$ cat config.mk
export PLATFORM = sky130hd
export DESIGN_NAME = counter_sequencer
export DESIGN_NICKNAME = d
export VERILOG_FILES = /design/src/rtl/counter_sequencer.sv
export SDC_FILE = /design/constraint.sdc
export NUM_CORES = 1
export LEC_CHECK = 0
export CORE_UTILIZATION = 50
export DETAILED_ROUTE_END_ITERATION = 12
export PLACE_DENSITY = 0.71
export SLEW_MARGIN = 0
export SYNTH_ARGS = -nofsm -noshare
export SYNTH_HDL_FRONTEND = slang
export SYNTH_SLANG_ARGS = --single-unit
$ cat constraint.sdc
create_clock -name clk_i -period 6.2 [get_ports clk_i]
set_input_delay 0.62 -clock clk_i [delete_from_list [all_inputs] [get_ports clk_i]]
set_output_delay 0.62 -clock clk_i [all_outputs]
set_load 0.02 [all_outputs]
$ cat src/rtl/counter_sequencer.sv
// Run-control sequencer for the ripple counter: owns the slow prescaler timebase and
// issues registered clear / count-enable pulses from start, stop and step requests.
module counter_sequencer #(
    parameter int WIDTH = 4,
    parameter int DIV   = 5000000
) (
    input  logic             clk_i,
    input  logic             reset_i,
    input  logic             start_i,
    input  logic             stop_i,
    input  logic             step_i,
    input  logic [WIDTH-1:0] limit_i,
    input  logic [WIDTH-1:0] cnt_value_i,
    output logic             cnt_en_o,
    output logic             cnt_clr_o,
    output logic             busy_o,
    output logic             done_o,
    output logic [1:0]       state_o
);

    // state | meaning
    // IDLE  | stopped, prescaler held at zero, waiting for start
    // RUN   | prescaler counting, count enable issued on each tick
    // PAUSE | prescaler frozen, step requests advance the counter by one
    // DONE  | counter reached limit, waiting for restart or stop
    localparam int PW = $clog2(DIV);

    typedef enum logic [1:0] {
        S_IDLE  = 2'b00,
        S_RUN   = 2'b01,
        S_PAUSE = 2'b10,
        S_DONE  = 2'b11
    } state_t;

    state_t          state_q, state_d;
    logic [PW-1:0]   presc_q, presc_d;
    logic            start_prev_q, stop_prev_q, step_prev_q;
    logic            armed_q;
    logic            cnt_en_q, cnt_en_d;
    logic            cnt_clr_q, cnt_clr_d;

    logic            start_req, stop_req, step_req;
    logic            tick;
    logic            at_limit;

    // No requests in the first cycle after reset: a level already high then is not an edge.
    assign start_req = armed_q & start_i & ~start_prev_q;
    assign stop_req  = armed_q & stop_i  & ~stop_prev_q;
    assign step_req  = armed_q & step_i  & ~step_prev_q;

    assign tick     = (state_q == S_RUN) && (presc_q == PW'(DIV - 1));
    assign at_limit = (cnt_value_i == limit_i);

    always_ff @(posedge clk_i or posedge reset_i) begin
        if (reset_i) begin
            state_q      <= S_IDLE;
            presc_q      <= '0;
            start_prev_q <= 1'b0;
            stop_prev_q  <= 1'b0;
            step_prev_q  <= 1'b0;
            armed_q      <= 1'b0;
            cnt_en_q     <= 1'b0;
            cnt_clr_q    <= 1'b0;
        end else begin
            state_q      <= state_d;
            presc_q      <= presc_d;
            start_prev_q <= start_i;
            stop_prev_q  <= stop_i;
            step_prev_q  <= step_i;
            armed_q      <= 1'b1;
            cnt_en_q     <= cnt_en_d;
            cnt_clr_q    <= cnt_clr_d;
        end
    end

    always_comb begin
        state_d   = state_q;
        presc_d   = presc_q;
        cnt_en_d  = 1'b0;
        cnt_clr_d = 1'b0;
        case (state_q)
            S_IDLE: begin
                presc_d = '0;
                if (start_req) begin
                    state_d   = S_RUN;
                    cnt_clr_d = 1'b1;
                end
            end
            S_RUN: begin
                presc_d = tick ? '0 : presc_q + PW'(1);
                if (stop_req) begin
                    state_d = S_PAUSE;
                end else if (tick) begin
                    if (at_limit) state_d  = S_DONE;
                    else          cnt_en_d = 1'b1;
                end
            end
            S_PAUSE: begin
                if (stop_req) begin
                    state_d = S_IDLE;
                end else if (start_req) begin
                    state_d = S_RUN;
                end else if (step_req) begin
                    if (at_limit) state_d  = S_DONE;
                    else          cnt_en_d = 1'b1;
                end
            end
            S_DONE: begin
                if (stop_req) begin
                    state_d = S_IDLE;
                end else if (start_req) begin
                    state_d   = S_RUN;
                    cnt_clr_d = 1'b1;
                    presc_d   = '0;
                end
            end
            default: state_d = S_IDLE;
        endcase
    end

    assign cnt_en_o  = cnt_en_q;
    assign cnt_clr_o = cnt_clr_q;
    assign busy_o    = (state_q == S_RUN);
    assign done_o    = (state_q == S_DONE);
    assign state_o   = state_q;

endmodule
==> results.py <==
metrics = {
    "drt": {
        "avgRoutedWirePerCell_microns": 14.9,
        "first_pass_iters": 4,
        "drcViolationCount": 0,
        "avgViaCountPerCell": 6.06,
        "wirelength_microns": 3940,
        "num_vias": 1606,
        "routed.top_layer": "met4",
        "route.met2.wl_microns": 1810,
        "first_iter_violations": 81,
        "wl_met1_microns": 1850,
        "dr_wl_met3_microns": 198,
        "ant_nets": 0,
    },
    "cts": {
        "cts_setup_buffers": 0,
        "cts_buffers": 5,
        "htreeDepth": 2,
        "cts_hold_buf": 0,
        "cts_max_path_buffers": 2,
        "cts_tree": "done",
        "cts_root_buf": "clkbuf_4",
        "clk_pin_slew_worst_paths_ns": 0.10,
        "cts.sinks": 31,
        "cts_resized": 0,
        "clkLatencyLatePin_ns": 0.35,
    },
    "logic_synthesis": {
        "synthArstFlopShare": 1.00,
        "yosys_warnings": 0,
        "syn_area_per_cell_sq_um": 9.02,
        "ys_types": 42,
        "syn_inst": 198,
        "ys_seq_elements": 31,
        "ys_seq_area_frac": 0.434,
        "synth_top_cell_area_share": 0.434,
        "ys_top_cells_by_area": "dfrtp_1 43%, nand3_1 6.4%, ha_1 4.2%",
        "synth_top_area_cell": "dfrtp_1",
        "synth-edff-count": 0,
        "synth_area_sq_um": 1790,
        "synth_nets": 217,
        "dominantRegCellSynth": "dfrtp_1",
    },
    "placed_design": {
        "dp_hpwl_microns": 2820,
        "port_buffers": 18,
        "gp_congestion": 0.819,
        "post-place-ws_ns": 3.06,
    },
    "sta": {
        "setup_viol": 0,
        "finalCritPeriodShare": 0.453,
        "finClkSkew_ns": 0.0103,
        "timing.fmax_mhz": 356,
        "rsz0062_at_grt": "false",
        "slew_viol_final": 0,
        "finalHoldViolations": 0,
        "min_period_ns": 2.81,
        "maxSlewHeadroom": 0.464,
        "setup_tns_ns": 0,
        "setup_ws_ns": 3.39,
        "worst_slew_pin_slew_ns": 0.800,
    },
    "die": {
        "dieWidth_microns": 61.8,
        "rows": 21,
        "coreArea_sq_um": 3390,
        "dieHeight_microns": 61.8,
        "dieArea_sq_um": 3820,
        "start_util": 0.527,
        "ios": 19,
    },
    "worst_hold_path": {
        "holdCritPathClass": "reg -> reg",
        "min_path_cells": 2,
        "hold_start": "presc_q[22]",
        "whs_endpoint": "presc_q[22]",
    },
    "setup_path": {
        "reg2regPathDepth": 7,
        "reg2reg_slack_ns": 3.39,
        "crit_path_start_kind": "flop",
        "crit_type": "reg -> reg",
        "rr_startpoint": "state_o[0]",
        "reg2reg_to": "presc_q[17]",
        "crit_required_ns": 6.47,
        "cp-end-kind": "flop",
        "worstPathMaxFanout": 15,
        "crit_arrival_ns": 3.08,
    },
    "grt": {
        "grt_pass1_wl_microns": 6710,
        "grt_max_degree": 32,
        "first_global_vias": 1500,
        "gr-total-overflow": 0,
        "track_usage": 0.246,
        "antenna_found_initial": 0,
    },
    "final_layout": {
        "seq_area_sq_um": 776,
        "fillers": 284,
        "nNetsFinal": 238,
        "drive_gt1_frac": 0.0594,
        "synthToLayoutAreaGrowth_pct": 15.8,
        "n_antenna_cell": 0,
        "multi_input_area_sq_um": 961,
    },
    "power_and_ir_drop": {
        "cellPowerDensity_nw_per_um2": 254,
        "p_leak_nw": 0.804,
        "ir_drop_v": 0.000162,
    },
    "outcome": {
        "status": "finished clean",
    },
    "flow_run": {
        "maxCapViolations": 0,
    },
}
==> cells by family after synthesis <==
group,Yosys count,synth area share
simple gates,94,0.293
buf+inv,13,0.0280
fa+ha+maj,6,0.0420
mux,3,0.0168
other cells,1,0.00210
flops,31,0.434
xor+xnor,6,0.0294
compound gates,44,0.155
==> layout by cell type, fill, tap and decap left out, types with 3 or more instances in the layout <==
cell type	count
dfrtp_1	31
o21ai_0	13
nor2b_1	5
a21oi_1	14
o311ai_0	5
xnor2_1	4
nor2_1	6
clkdlybuf4s50_1	18
inv_1	8
nand3_1	23
ha_1	6
or3_1	8
clkbuf_4	5
nor4_1	4
nand2_1	17
nor3_1	5
nand4_1	5
or4_1	3
mux2i_1	3
or2_2	3
==> sequential cells by signal, indices dropped and copies added (netlist names) <==
register      flops
presc_q          23
state_o           2
armed_q           1
cnt_clr_o         1
cnt_en_o          1
start_prev_q      1
step_prev_q       1
stop_prev_q       1
==> Yosys cell counts (2+ instances only) <==
library cell,n
nor4b_1,2
and4_1,2
nor2_1,6
nand4_1,5
nand3_1,23
and2_1,2
nand3b_1,2
o211ai_1,2
xnor2_1,4
o311ai_0,5
o22ai_1,2
o21ai_0,13
or3_1,8
ha_1,6
nor3_1,5
xor2_1,2
nor4_1,4
inv_1,8
clkbuf_1,3
or2_2,3
and3_1,2
mux2i_1,3
a21oi_1,14
or4_1,3
nand2b_1,2
nor2b_1,5
nand2_1,17
dfrtp_1,31
==> power breakdown <==
group          total, W  switching, W  internal, W
sequential     0.000225     0.0000134     0.000212
combinational  0.000178      0.000114    0.0000641
clock          0.000122     0.0000698    0.0000524
total          0.000526      0.000197     0.000328
==> worst max-delay path by stage <==
stage / start / endpoint / cells past startpoint
finish: state_o[0] / presc_q[17] / 7
global route: state_o[0] / presc_q[15] / 7
CTS: state_o[0] / presc_q[19] / 7
detailed placement: start_i / presc_q[19] / 6
global placement: start_i / presc_q[17] / 6
floorplan: state_o[0] / presc_q[15] / 8
==> layer usage <==
metal	vias to the layer above	GRT usage
met5	-	0
met4	0	0.124
met3	10	0.0642
met2	48	0.370
met1	767	0.329
li1	781	-
==> per-stage QoR <==
step | utilization | instances | power (W) | area [sq um] | hold WS (ns)
after floorplan | - | 198 | 0.000349 | 1790 | 0.504
after CTS | 0.610 | 265 | 0.000526 | 2070 | 0.577
after global routing | 0.610 | 265 | 0.000560 | 2070 | 0.607
final | 0.610 | 265 | 0.000526 | 2070 | 0.573
after global placement | 0.594 | 258 | 0.000401 | 2010 | 0.539
after detailed placement | 0.594 | 258 | 0.000402 | 2010 | 0.557
==> critical path, stage by stage (launching register included) <==
cell     delay [ns]
dfrtp_1        0.43
inv_1          0.12
ha_1           0.31
or2_2          0.34
o31a_1         0.28
or4_1          0.68
or3_1          0.40
a21oi_1        0.15
==> layout make-up <==
cell class	instances	share of cell area
multi-input combinational	154	0.465
sequential	31	0.375
timing repair buffer	19	0.0907
tap	46	0.0278
clock buffer	6	0.0248
inverter	8	0.0145
clock inverter	1	0.00242
(Power assumes the default switching activity.)
